==> src/rtl/values_ram_arbiter_pkg.sv <==
// Shared definitions for the values RAM arbiter: sequencer state encoding,
// port indices and the saturating starvation counter helper.
package values_ram_arbiter_pkg;

    typedef enum logic [1:0] {
        ARB_IDLE     = 2'd0,
        ARB_SETUP    = 2'd1,
        ARB_STROBE   = 2'd2,
        ARB_COMPLETE = 2'd3
    } arb_state_e;

    localparam logic PORT_CPU = 1'b0;
    localparam logic PORT_DBG = 1'b1;

    localparam logic [3:0] STARVE_MAX = 4'd15;

    function automatic logic [3:0] starve_inc(input logic [3:0] cnt);
        return (cnt == STARVE_MAX) ? cnt : cnt + 4'd1;
    endfunction

endpackage

==> src/rtl/values_ram_arbiter_rr_grant.sv <==
// Two-port winner picker: round-robin on last_grant, or CPU priority with a
// starvation counter that forces the debug port after STARVE_LIMIT CPU wins.
module rr_grant
    import values_ram_arbiter_pkg::*;
#(
    parameter int STARVE_LIMIT = 4
) (
    input  logic clk,
    input  logic reset,
    input  logic req0,
    input  logic req1,
    input  logic prio_mode,
    input  logic accept,
    output logic winner
);

    localparam logic [3:0] LIMIT = 4'(STARVE_LIMIT);

    logic       last_grant_q, last_grant_d;
    logic [3:0] starve_cnt_q, starve_cnt_d;

    always_comb begin
        winner = PORT_CPU;
        if (req0 && req1) begin
            if (prio_mode) begin
                winner = (starve_cnt_q >= LIMIT) ? PORT_DBG : PORT_CPU;
            end else begin
                winner = ~last_grant_q;
            end
        end else if (req1) begin
            winner = PORT_DBG;
        end
    end

    // Counter only grows while the debug port is actually left waiting.
    always_comb begin
        last_grant_d = last_grant_q;
        starve_cnt_d = starve_cnt_q;
        if (accept && (req0 || req1)) begin
            last_grant_d = winner;
            if (!prio_mode || (winner == PORT_DBG) || !req1) begin
                starve_cnt_d = 4'd0;
            end else begin
                starve_cnt_d = starve_inc(starve_cnt_q);
            end
        end
    end

    always_ff @(posedge clk or posedge reset) begin
        if (reset) begin
            last_grant_q <= PORT_DBG;
            starve_cnt_q <= 4'd0;
        end else begin
            last_grant_q <= last_grant_d;
            starve_cnt_q <= starve_cnt_d;
        end
    end

endmodule

==> src/rtl/values_ram_arbiter.sv <==
// Shares the single-port values RAM between the CPU control unit and the
// debug/loader port; each access runs setup, RAM clock strobe, completion.
module values_ram_arbiter
    import values_ram_arbiter_pkg::*;
#(
    parameter int ADDR_W       = 8,
    parameter int DATA_W       = 8,
    parameter int CPU_PRIORITY = 0,
    parameter int STARVE_LIMIT = 4
) (
    input  logic              clk,
    input  logic              reset,
    input  logic              cpu_req,
    input  logic              cpu_we,
    input  logic [ADDR_W-1:0] cpu_addr,
    input  logic [DATA_W-1:0] cpu_wdata,
    output logic              cpu_ack,
    output logic [DATA_W-1:0] cpu_rdata,
    input  logic              dbg_req,
    input  logic              dbg_we,
    input  logic [ADDR_W-1:0] dbg_addr,
    input  logic [DATA_W-1:0] dbg_wdata,
    output logic              dbg_ack,
    output logic [DATA_W-1:0] dbg_rdata,
    output logic [ADDR_W-1:0] ram_addr,
    output logic [DATA_W-1:0] ram_wdata,
    output logic              ram_we,
    output logic              ram_clk,
    input  logic [DATA_W-1:0] ram_rdata,
    output logic              busy
);

    arb_state_e        state_q, state_d;
    logic              owner_q, owner_d;
    logic [ADDR_W-1:0] ram_addr_q, ram_addr_d;
    logic [DATA_W-1:0] ram_wdata_q, ram_wdata_d;
    logic              ram_we_q, ram_we_d;
    logic              ram_clk_q, ram_clk_d;
    logic              cpu_ack_q, cpu_ack_d;
    logic              dbg_ack_q, dbg_ack_d;
    logic [DATA_W-1:0] cpu_rdata_q, cpu_rdata_d;
    logic [DATA_W-1:0] dbg_rdata_q, dbg_rdata_d;
    logic              busy_q, busy_d;

    logic winner;
    logic grant_accept;

    assign grant_accept = (state_q == ARB_IDLE);

    rr_grant #(
        .STARVE_LIMIT(STARVE_LIMIT)
    ) u_rr_grant (
        .clk      (clk),
        .reset    (reset),
        .req0     (cpu_req),
        .req1     (dbg_req),
        .prio_mode(CPU_PRIORITY != 0),
        .accept   (grant_accept),
        .winner   (winner)
    );

    always_comb begin
        state_d     = state_q;
        owner_d     = owner_q;
        ram_addr_d  = ram_addr_q;
        ram_wdata_d = ram_wdata_q;
        ram_we_d    = ram_we_q;
        ram_clk_d   = ram_clk_q;
        cpu_ack_d   = 1'b0;
        dbg_ack_d   = 1'b0;
        cpu_rdata_d = cpu_rdata_q;
        dbg_rdata_d = dbg_rdata_q;
        busy_d      = busy_q;

        case (state_q)
            ARB_IDLE: begin
                if (cpu_req || dbg_req) begin
                    // The RAM output registers double as the access latches.
                    owner_d   = winner;
                    state_d   = ARB_SETUP;
                    busy_d    = 1'b1;
                    ram_clk_d = 1'b0;
                    if (winner == PORT_DBG) begin
                        ram_addr_d  = dbg_addr;
                        ram_wdata_d = dbg_wdata;
                        ram_we_d    = dbg_we;
                    end else begin
                        ram_addr_d  = cpu_addr;
                        ram_wdata_d = cpu_wdata;
                        ram_we_d    = cpu_we;
                    end
                end
            end
            ARB_SETUP: begin
                state_d   = ARB_STROBE;
                ram_clk_d = 1'b1;
            end
            ARB_STROBE: begin
                // ram_rdata is valid after the strobe's rising edge.
                state_d   = ARB_COMPLETE;
                ram_clk_d = 1'b0;
                ram_we_d  = 1'b0;
                if (owner_q == PORT_DBG) begin
                    dbg_ack_d = 1'b1;
                    if (!ram_we_q) begin
                        dbg_rdata_d = ram_rdata;
                    end
                end else begin
                    cpu_ack_d = 1'b1;
                    if (!ram_we_q) begin
                        cpu_rdata_d = ram_rdata;
                    end
                end
            end
            ARB_COMPLETE: begin
                state_d = ARB_IDLE;
                busy_d  = 1'b0;
            end
            default: begin
                state_d   = ARB_IDLE;
                busy_d    = 1'b0;
                ram_clk_d = 1'b0;
                ram_we_d  = 1'b0;
            end
        endcase
    end

    always_ff @(posedge clk or posedge reset) begin
        if (reset) begin
            state_q     <= ARB_IDLE;
            owner_q     <= PORT_CPU;
            ram_addr_q  <= '0;
            ram_wdata_q <= '0;
            ram_we_q    <= 1'b0;
            ram_clk_q   <= 1'b0;
            cpu_ack_q   <= 1'b0;
            dbg_ack_q   <= 1'b0;
            cpu_rdata_q <= '0;
            dbg_rdata_q <= '0;
            busy_q      <= 1'b0;
        end else begin
            state_q     <= state_d;
            owner_q     <= owner_d;
            ram_addr_q  <= ram_addr_d;
            ram_wdata_q <= ram_wdata_d;
            ram_we_q    <= ram_we_d;
            ram_clk_q   <= ram_clk_d;
            cpu_ack_q   <= cpu_ack_d;
            dbg_ack_q   <= dbg_ack_d;
            cpu_rdata_q <= cpu_rdata_d;
            dbg_rdata_q <= dbg_rdata_d;
            busy_q      <= busy_d;
        end
    end

    assign ram_addr  = ram_addr_q;
    assign ram_wdata = ram_wdata_q;
    assign ram_we    = ram_we_q;
    assign ram_clk   = ram_clk_q;
    assign cpu_ack   = cpu_ack_q;
    assign dbg_ack   = dbg_ack_q;
    assign cpu_rdata = cpu_rdata_q;
    assign dbg_rdata = dbg_rdata_q;
    assign busy      = busy_q;

endmodule

==> config.mk <==
export PLATFORM = sky130hd
export DESIGN_NAME = values_ram_arbiter
export DESIGN_NICKNAME = d
export VERILOG_FILES = /design/src/rtl/values_ram_arbiter_pkg.sv /design/src/rtl/values_ram_arbiter_rr_grant.sv /design/src/rtl/values_ram_arbiter.sv
export SDC_FILE = /design/constraint.sdc
export NUM_CORES = 1
export LEC_CHECK = 0
export ABC_AREA = 0
export BUFFER_PORTS_ARGS = -buffer_cell sky130_fd_sc_hd__buf_2
export CORE_MARGIN = 4
export CORE_UTILIZATION = 35
export CTS_CLUSTER_DIAMETER = 80
export DETAILED_ROUTE_END_ITERATION = 16
export SYNTH_ARGS = -nofsm -noshare
export SYNTH_HDL_FRONTEND = slang
export SYNTH_SLANG_ARGS = --single-unit
==> constraint.sdc <==
create_clock -name clk -period 4.8 [get_ports clk]
set_clock_uncertainty 0.05 [all_clocks]
set_input_delay 0.96 -clock clk [delete_from_list [all_inputs] [get_ports clk]]
set_output_delay 0.96 -clock clk [all_outputs]
set_load 0.005 [all_outputs]
After elaboration in Yosys (flattened, before gate mapping) --
Index checks and enable logic that the tools add are counted. Widths: inputs -> output; s select.
Storage, ports and cells: bits in registers 41, input port bits 46, word-level logic and storage cells 49
Operators by class: equality and inequality tests 4, mux-type cells 17, bitwise operators 3, reduce and logical (&&, ||, !) cells 13
Operators with widths (number):
- $mux 8 | 2
- $mux 1 | 10
- $pmux 2 s4 | 1
- $reduce_and 2->1 | 4
- $reduce_and 3->1 | 2
- $eq 2x2->1 const B | 2
- $pmux 1 s2 | 2
- $reduce_bool 2->1 | 2
- $not 1->1 | 3
- $pmux 1 s3 | 1
- $reduce_bool 3->1 | 1
- $eq 2x1->1 const B | 1
- $logic_and 1x1->1 | 2
- $logic_not 2->1 | 1
- $mux 2 | 1
- $ne 2x2->1 const B | 1
- $logic_or 1x1->1 | 1

Logic depth before layout (Yosys ltp) --
Gate-level depths: netlist of the first run.
word-level depth 5, depth in mapped cells 6

Hierarchy --
Synthesis of the first run repeated with hierarchy kept, for this count alone.
Unflattened totals: cells, all modules 170, area total of the unflattened synthesis 2107.0 sq um
Modules (own cells, without submodules):
- values_ram_arbiter | times used 1, cells each 141, area each 1829.3 sq um, seq. area each 1001.0 sq um
- rr_grant | times used 1, cells each 29, area each 277.8 sq um, seq. area each 126.4 sq um

Worst setup path after synthesis of the first run --
Ideal clock, no wire load.
kind input port to flip-flop, start point input port dbg_req, end point register ram_addr_q[0], in the netlist ram_addr[0], library setup time 0.132 ns, arrival time 1.645 ns, data required time 4.618 ns, path slack 2.973 ns, stages 5, path buffers 2, path through a21bo_1 > buf_6 > buf_12 > mux2i_1 > o21ai_1
Between the ends: longest elaborated chain between the ends 3
Ends and longest elaborated chain:
- start: declaration | RTL line values_ram_arbiter.sv:19 | input logic dbg_req,
- $mux 1 / $logic_and 1x1->1 (equally long branches) | RTL line values_ram_arbiter_rr_grant.sv:30, values_ram_arbiter_rr_grant.sv:24
- $mux 1 | RTL line values_ram_arbiter_rr_grant.sv:24 | if (req0 && req1) begin
- $mux 8 | RTL line values_ram_arbiter.sv:83 | if (winner == PORT_DBG) begin
- end signal: assignment | RTL line values_ram_arbiter.sv:144 | ram_addr_q <= ram_addr_d;
- end: declaration | RTL line values_ram_arbiter.sv:35 | logic [ADDR_W-1:0] ram_addr_q, ram_addr_d;
Several ways; a longest one is shown, not always the timed one. A chain may end at the register's enable or synchronous reset.

Worst setup path in the final report of the first run --
start point register state_q[0], end point register cpu_rdata_q[3], in the netlist cpu_rdata[3]
Between the ends: longest elaborated chain between the ends 2
Ends and longest elaborated chain:
- start: declaration | RTL line values_ram_arbiter.sv:33 | arb_state_e state_q, state_d;
- start signal: assignment | RTL line values_ram_arbiter.sv:142 | state_q <= state_d;
- $eq 2x2->1 | RTL line values_ram_arbiter.sv:75 | case (state_q)
- $reduce_and 3->1 (no line)
- end signal: assignment | RTL line values_ram_arbiter.sv:150 | cpu_rdata_q <= cpu_rdata_d;
- end: declaration | RTL line values_ram_arbiter.sv:41 | logic [DATA_W-1:0] cpu_rdata_q, cpu_rdata_d;
No other way between the ends.

==> flow_summary.yaml, run 1 <==
timing:
  tns_ns: 0
  fin_crit_ns: 2.14
  fmax_ghz: 0.467
  maxSlewHeadroom: 0.410
  setup_viol: 0
  finalHoldViolations: 0
  min_period_over_period: 0.446
  fin_ws_ns: 2.66
  worst_pin_slew_ns: 0.884
  rsz0062_at_grt: "false"
  drv_slew: 0
run:
  maxCapViolCount: 0
synth:
  synth-async-reset-ratio: 1.00
  synthTopCellsByArea: "dfrtp_1 56%, mux2_1 11%, mux2i_1 9.5%"
  synth_xor_area_frac: 0
  netlist_instances: 144
  yosysUniqueCellTypes: 27
  avgSynthCellArea_um2: 12.5
  synth_top_family_by_area: "multiplexers"
  synthesis.area_mm2: 0.00180
  synth_fa_ha_area_frac: 0.0348
  synth-simple-area-share: 0.0675
  synth_edf_count: 0
  synth_top_area_cell: "dfrtp_1"
  synth_most_common_cell: "dfrtp_1"
  dominantRegCellSynth: "dfrtp_1"
  netlist.area_leader.share: 0.557
  synthMuxAreaShare: 0.207
  ys_seq_area_frac: 0.571
  syn_nets: 195
  synth.ff_latch_count: 41
  synth_compound_area_frac: 0.0765
  ys_warn_count: 0
  netlist_top_cells_count: "40 x dfrtp_1, 17 x mux2_1, 17 x mux2i_1, 17 x nand2_1, 17 x o21ai_1"
power:
  ir_drop_mv: 0.227
  p_leak_nw: 1.26
  power_density_mw_per_mm2: 600
critical_path:
  crit_arrival_ns: 2.26
  end_kind: "flip-flop"
  cp_cell_sequence: "inv_1, ha_1, nor2b_1, nor2b_1, mux2_1"
  critPathLaunchType: "flip-flop"
  cp_slowest_cell: "nor2b_1"
  cpPeakStageDelay_ns: 0.63
  cpLargestDelayFamily: "simple AND/OR/NAND/NOR gates"
  critPathKind: "reg2reg"
  crit_buf_inv: 1
  crit_path_frequent_cell: "nor2b_1"
  crit_required_ns: 4.92
  worstPathMaxFanout: 8
clock_tree:
  cts_hold_buffers: 0
  tritoncts: "done"
  cts_buffers: 5
  cts_sinks: 41
  cts_buffer_depth: 2
  cts.reportedPaths.clkPinSlew_ns: 0.07
  clock_latency_ns: 0.28
  post-cts-setup-buffer-count: 0
  h-tree-depth: 2
  post_cts_resized: 0
  root_buffer: "clkbuf_8"
die:
  rows: 25
  die_h_um: 79.7
  coreArea_mm2: 0.00485
  die_width_um: 79.7
  start_util: 0.371
  die_area_mm2: 0.00635
  io_pins: 83
place:
  dpl_cell_area_mm2: 0.00225
  place_congestion: 0.665
  dp_slack_ns: 2.34
  dp_hpwl_um: 2780
  port_buffers: 82
final_layout:
  utilization: 0.488
  nNetsFinal: 279
  drive_gt1_frac: 0.415
  diodes: 0
  stdcell_area_mm2: 0.00237
  fill_cells: 461
  area_growth_syn_to_layout_pct: 31.6
global_routing:
  antenna_found_initial: 0
  grt_max_degree: 42
  grt_pass1_vias: 1353
  overflow: 0
  grt_pass1_wl_um: 6140
  grt.total_usage: 0.125
detailed_routing:
  finalWirelength_um: 3700
  drtPass1Iterations: 4
  ant_nets: 0
  avgViaCountPerCell: 4.45
  wl_per_cell_um: 12.5
  drtIter0Drc: 8
  vias: 1317
  drc: 0
min_path:
  holdCritPathClass: "reg2reg"
status:
  status: "finished, final reports clean"
[state kept, by name (all words and copies together), names as in the netlist]
signal and cells:
cpu_rdata 8, dbg_rdata 8, ram_addr 8, ram_wdata 8, state_q 2, busy 1, cpu_ack 1, dbg_ack 1
owner_q 1, ram_clk 1, ram_we 1, u_rr_grant.last_grant_q 1
[cell usage in the layout (no fill, tap or decap), drive strengths merged]
| master | count |
|---|---|
| buf | 84 |
| dfrtp | 40 |
| o21ai | 20 |
| mux2 | 18 |
| mux2i | 17 |
| nand2 | 17 |
| clkbuf | 7 |
| inv | 5 |
| ha | 5 |
| nor2b | 2 |
| a21oi | 2 |
| nand2b | 2 |
| a21bo | 1 |
| nor3b | 1 |
| nor3 | 1 |
| a31oi | 1 |
| and2 | 1 |
| nor2 | 1 |
| nand3 | 1 |
| o31ai | 1 |
| bufinv | 1 |
| dfstp | 1 |
[power by group]
| group | switching (W) | total [W] | internal [W] | leakage, nW |
|---|---|---|---|---|
| combinational | 0.000261 | 0.000533 | 0.000272 | 0.703 |
| sequential | 0.0000855 | 0.000606 | 0.000520 | 0.496 |
| clock | 0.000112 | 0.000281 | 0.000169 | 0.0585 |
[per-layer routing]
layer  up-vias  GRT usage  part of all wire
li1        659          -                 -
met1       592      0.159              0.44
met2        58      0.199              0.45
met3         8     0.0350             0.094
met4         0     0.0515             0.015
met5         -          0                 0
[final timing paths]
check	start	end	slack (ns)	cells after the start
max	state_q[0]	cpu_rdata[3]	2.66	5
min	owner_q	cpu_ack	0.40	1
max reg2reg	state_q[0]	cpu_rdata[3]	2.66	5
min reg2reg	owner_q	cpu_ack	0.40	1
max in group asynchronous	reset	u_rr_grant.last_grant_q	3.59	3
min in group asynchronous	reset	cpu_rdata[7]	0.74	3
[area by class of cell]
| type | count | area [um2] | share of cell area |
|---|---|---|---|
| timing repair buffer | 84 | 425 | 0.180 |
| sequential | 41 | 1030 | 0.434 |
| tap | 67 | 83.8 | 0.0354 |
| multi-input combinational | 91 | 694 | 0.293 |
| clock buffer | 7 | 86.3 | 0.0365 |
| clock inverter | 1 | 30.0 | 0.0127 |
| inverter | 5 | 18.8 | 0.00793 |
[worst register-to-register path, cell delays in order, from the launching register on]
cell and delay (ns):
dfrtp_1 0.41, inv_1 0.13, ha_1 0.24, nor2b_1 0.17
nor2b_1 0.63, mux2_1 0.39
[cells by family after synthesis]
group | Yosys count
buf+inv | 12
mux | 35
flops | 41
simple gates | 26
compound gates | 25
fa+ha+maj | 5
[through the flow]
stage | std cells | total power [W] | hold WS, ns
3_3_place_gp | 288 | 0.00114 | 0.388
5_1_grt | 296 | 0.00155 | 0.431
6_report | 296 | 0.00142 | 0.399
4_1_cts | 296 | 0.00144 | 0.403
3_5_place_dp | 288 | 0.00116 | 0.389
2_1_floorplan | 144 | 0.000932 | 0.375
Power figures use the tool's default switching activity.
==> run 2: changes to the inputs <==
==> constraint.sdc (replaced) <==
create_clock -name clk -period 2.05 [get_ports clk]
set_clock_uncertainty 0.05 [all_clocks]
set_input_delay 0.41 -clock clk [delete_from_list [all_inputs] [get_ports clk]]
set_output_delay 0.41 -clock clk [all_outputs]
set_load 0.005 [all_outputs]
==> flow_summary.yaml, run 2 (synthesis results as in run 1) <==
final_layout:
  drive_gt1_frac: 0.424
  diodes: 0
  area_growth_syn_to_layout_pct: 33.3
  final_common_cell: "buf_2"
  stdcell_count: 298
  final_cell_mix: "82 x buf_2, 40 x dfrtp_1"
  utilization: 0.494
  nNetsFinal: 281
detailed_routing:
  finalWirelength_um: 3660
  wl_per_cell_um: 12.3
  ant_nets: 0
  drtPass1Iterations: 2
  drc: 0
  avgViaCountPerCell: 4.39
  vias: 1308
  drtIter0Drc: 41
die:
  io_pins: 83
  die_width_um: 79.7
  die_h_um: 79.7
  die_area_mm2: 0.00635
  coreArea_mm2: 0.00485
  start_util: 0.371
  rows: 25
global_routing:
  grt_pass1_wl_um: 6040
  grt.total_usage: 0.124
  overflow: 0
  grt_pass1_vias: 1311
  grt_max_degree: 42
  antenna_found_initial: 0
clock_tree:
  h-tree-depth: 2
  post-cts-setup-buffer-count: 0
  cts_buffers: 5
  clock_latency_ns: 0.29
  root_buffer: "clkbuf_8"
  cts.reportedPaths.clkPinSlew_ns: 0.08
  tritoncts: "done"
  cts_sinks: 41
  cts_buffer_depth: 2
  cts_hold_buffers: 0
  post_cts_resized: 0
min_path:
  holdCritPathClass: "in2async"
place:
  port_buffers: 82
  dp.cells: 290
  dp_hpwl_um: 2890
  place_congestion: 0.719
power:
  sequentialPowerShare: 0.421
  p_sw_frac: 0.323
  ir_drop_mv: 0.578
  clkPwrFrac: 0.198
  netSwitchingPower_w: 0.00108
  power_density_mw_per_mm2: 1400
  p_leak_nw: 1.27
  pwr-share-comb: 0.381
  internal_power_w: 0.00227
critical_path:
  worstPathMaxFanout: 8
  cp_cell_sequence: "inv_1, ha_1, nor2b_1, nor2b_1, buf_4, mux2_1"
  cpPeakStageDelay_ns: 0.40
  crit_buf_inv: 2
  crit_required_ns: 2.17
  cpLargestDelayFamily: "flip-flops"
  critPathKind: "reg2reg"
  end_kind: "flip-flop"
  critPathLaunchType: "flip-flop"
  cp_slowest_cell: "dfrtp_1"
  crit_path_frequent_cell: "nor2b_1"
  crit_arrival_ns: 1.89
timing:
  fmax_ghz: 0.564
  rsz0062_at_grt: "false"
  drv_slew: 0
  worst_pin_slew_ns: 0.686
  finalHoldViolations: 0
  setup_viol: 0
  holdWs_ns: 0.175
  maxSlewHeadroom: 0.542
  min_period_over_period: 0.865
  fin_crit_ns: 1.77
  tns_ns: 0
status:
  status: "finished, final reports clean"
run:
  maxCapViolCount: 0
==> run 2: layout make-up <==
cell class                      count  area [um2]
Inverter                            5        18.8
Multi-Input combinational cell     91         694
Timing Repair Buffer               86         453
Clock buffer                        6        82.6
Fill cell                         476        2450
Sequential cell                    41        1030
Clock inverter                      2        37.5
Tap cell                           67        83.8
==> run 2: power by group through the flow <==
stage	clock, W	combinational (W)	sequential (W)
after global placement	0	0.00128	0.00144
after global routing	0.000729	0.00145	0.00147
final	0.000664	0.00128	0.00141
after floorplan	0	0.000728	0.00145
after CTS	0.000690	0.00132	0.00142
after detailed placement	0	0.00132	0.00143
==> run 2: worst reg2reg max path: stages, from the launching register on <==
cell	delay, ns
dfrtp_1	0.40
inv_1	0.12
ha_1	0.24
nor2b_1	0.18
nor2b_1	0.15
buf_4	0.18
mux2_1	0.33
==> run 2: through the flow <==
stage	total power (W)	setup WS, ns	area, um2
after floorplan	0.00218	0.440	1800
after global placement	0.00271	0.285	2280
after detailed placement	0.00274	0.270	2280
after CTS	0.00342	0.238	2400
after global routing	0.00364	0.140	2400
final	0.00335	0.277	2400
==> run 2: worst paths after layout <==
kind / startpoint / end / slack [ns] / cells past startpoint
worst max-delay path: state_q[0] / cpu_rdata[6] / 0.28 / 6
worst min-delay path: reset / dbg_rdata[0] / 0.17 / 3
worst max register to register: state_q[0] / cpu_rdata[6] / 0.28 / 6
worst min register to register: owner_q / cpu_ack / 0.41 / 1
max in group asynchronous: reset / u_rr_grant.last_grant_q / 1.41 / 3
min in group clk: cpu_req / u_rr_grant.last_grant_q / 0.28 / 2
==> run 2: metal layers <==
| metal | wire [um] | track usage | vias to the layer above | share of wire |
|---|---|---|---|---|
| li1 | - | - | 662 | - |
| met1 | 1600 | 0.153 | 581 | 0.44 |
| met3 | 381 | 0.0485 | 7 | 0.10 |
| met2 | 1620 | 0.193 | 58 | 0.44 |
| met4 | 63 | 0.0515 | 0 | 0.017 |
| met5 | 0 | 0 | - | 0 |
==> run 3: changes to the inputs <==
--- a/config.mk
+++ b/config.mk
@@ -5,7 +5,7 @@
 export SDC_FILE = /design/constraint.sdc
 export NUM_CORES = 1
 export LEC_CHECK = 0
-export ABC_AREA = 0
+export ABC_AREA = 1
 export BUFFER_PORTS_ARGS = -buffer_cell sky130_fd_sc_hd__buf_2
 export CORE_MARGIN = 4
 export CORE_UTILIZATION = 35
==> flow_summary.yaml, run 3 <==
final_layout:
  stdcell_area_mm2: 0.00252
  seq_area_mm2: 0.00103
  nNetsFinal: 365
  final_cell_mix: "84 x nand2_1, 82 x buf_2, 40 x dfrtp_1"
  fill_cells: 589
  diodes: 0
  area_growth_syn_to_layout_pct: 28.0
  final_common_cell: "nand2_1"
  drive_gt1_frac: 0.337
  multi_input_area_um2: 747
clock_tree:
  post_cts_resized: 0
  tritoncts: "done"
  h-tree-depth: 2
  clock_latency_ns: 0.28
  cts_buffer_depth: 2
  post-cts-setup-buffer-count: 0
  cts_sinks: 41
  root_buffer: "clkbuf_8"
  cts.reportedPaths.clkPinSlew_ns: 0.08
  cts_buffers: 5
  cts_hold_buffers: 0
synth:
  synth_most_common_cell: "nand2_1"
  synthTopCellsByArea: "dfrtp_1 51%, nand2_1 16%, inv_1 5.7%"
  synth.ff_latch_count: 41
  synth_edf_count: 0
  ys_seq_area_frac: 0.521
  synth_top_area_cell: "dfrtp_1"
  ys_warn_count: 0
  avgSynthCellArea_um2: 8.53
  syn_nets: 282
  dominantRegCellSynth: "dfrtp_1"
  synthesis.area_mm2: 0.00197
  netlist_instances: 231
  yosysUniqueCellTypes: 24
  netlist.area_leader.share: 0.508
  synth-async-reset-ratio: 1.00
  netlist_top_cells_count: "84 x nand2_1, 40 x dfrtp_1, 30 x inv_1"
place:
  dp_hpwl_um: 3200
  dp_slack_ns: 0.474
  place_congestion: 0.701
  dpl_cell_area_mm2: 0.00241
  port_buffers: 82
critical_path:
  crit_arrival_ns: 1.67
  critPathLaunch: "state_q[0]"
  reg2reg_slack_ns: 0.48
  crit_required_ns: 2.15
  critPathLaunchType: "flip-flop"
  timing.rr.end: "dbg_rdata[7]"
  worstPathMaxFanout: 16
  end_kind: "flip-flop"
  reg2regPathDepth: 7
  critPathKind: "reg2reg"
  timing.rr.start: "state_q[0]"
die:
  die_area_mm2: 0.00689
  die_h_um: 83.0
  rows: 27
  coreArea_mm2: 0.00547
  die_width_um: 83.0
  start_util: 0.360
  io_pins: 83
power:
  p_leak_nw: 1.45
  power_density_mw_per_mm2: 1370
  ir_drop_mv: 0.435
timing:
  fin_ws_ns: 0.479
  drv_slew: 0
  setup_viol: 0
  tns_ns: 0
  fmax_ghz: 0.637
  maxSlewHeadroom: 0.404
  worst_pin_slew_ns: 0.889
  fin_crit_ns: 1.57
  min_period_over_period: 0.766
  rsz0062_at_grt: "false"
  finalHoldViolations: 0
global_routing:
  grt_max_degree: 31
  grt_pass1_vias: 1581
  antenna_found_initial: 0
  grt_pass1_wl_um: 7240
  grt.total_usage: 0.126
  overflow: 0
detailed_routing:
  drc: 0
  ant_nets: 0
  vias: 1658
  finalWirelength_um: 4180
  avgViaCountPerCell: 4.28
  wl_per_cell_um: 10.8
  drtIter0Drc: 26
  drtPass1Iterations: 4
min_path:
  holdCritPathClass: "in2async"
status:
  status: "finished, final reports clean"
run:
  maxCapViolCount: 0
## run 3: changes by cell type after synthesis, sizes merged, moves of 2 or more
cell and change:
nand2 +70, buf +2, nand2b -2, a21oi -2, nor2 +15, mux2i -17
o21ai +14, inv +26, nor2b -2, nand3 +5, mux2 -18
## run 3: worst max-delay path by stage
stage | end | slack [ns] | depth (start not counted)
after global placement | dbg_rdata[7] | 0.50 | 7
final | dbg_rdata[7] | 0.48 | 7
after global routing | dbg_rdata[2] | 0.25 | 7
after floorplan | busy | 0.65 | 1
after CTS | dbg_rdata[7] | 0.45 | 6
after detailed placement | dbg_rdata[5] | 0.47 | 7
## run 3: worst max-delay path, cell delays in order, from the launching register on
cell	delay, ns
dfrtp_1	0.40
inv_1	0.12
ha_1	0.23
nand2_1	0.06
inv_1	0.06
nand2_1	0.27
nand2_1	0.14
o21ai_0	0.09
## run 3: cell families after synthesis
family	after synthesis	synth area share
AO/OA/AOI/OAI	35	0.107
adder cells (fa/ha/maj)	5	0.0317
buffers and inverters	39	0.0997
flip-flops	41	0.521
AND/OR/NAND/NOR	111	0.240
## run 3: power breakdown
| group | leakage (nW) | internal, W | switching [W] | total [W] |
|---|---|---|---|---|
| registers | 0.503 | 0.00122 | 0.000208 | 0.00142 |
| clock network | 0.0585 | 0.000397 | 0.000255 | 0.000652 |
| logic | 0.890 | 0.000602 | 0.000781 | 0.00138 |
## run 3: routing by layer
metal | vias up | GRT usage | part of all wire
met4 | 0 | 0.0223 | 0
met2 | 62 | 0.192 | 0.42
li1 | 869 | - | -
met5 | - | 0 | 0
met3 | 0 | 0.0655 | 0.11
met1 | 727 | 0.161 | 0.48
## run 3: metrics by stage
| stage | hold slack, ns | total power [W] | cells | utilization |
|---|---|---|---|---|
| finish | 0.143 | 0.00346 | 387 | 0.461 |
| global route | 0.202 | 0.00382 | 387 | 0.461 |
| CTS | 0.164 | 0.00354 | 387 | 0.461 |
| detailed placement | 0.416 | 0.00287 | 379 | 0.440 |
| global placement | 0.412 | 0.00283 | 379 | 0.440 |
| floorplan | 0.399 | 0.00234 | 231 | - |
## run 3: layout make-up
class | instances | share of cell area
Clock buffer | 7 | 0.0342
Clock inverter | 1 | 0.0119
Inverter | 31 | 0.0461
Multi-Input combinational cell | 151 | 0.296
Sequential cell | 41 | 0.407
Tap cell | 72 | 0.0357
Timing Repair Buffer | 84 | 0.169
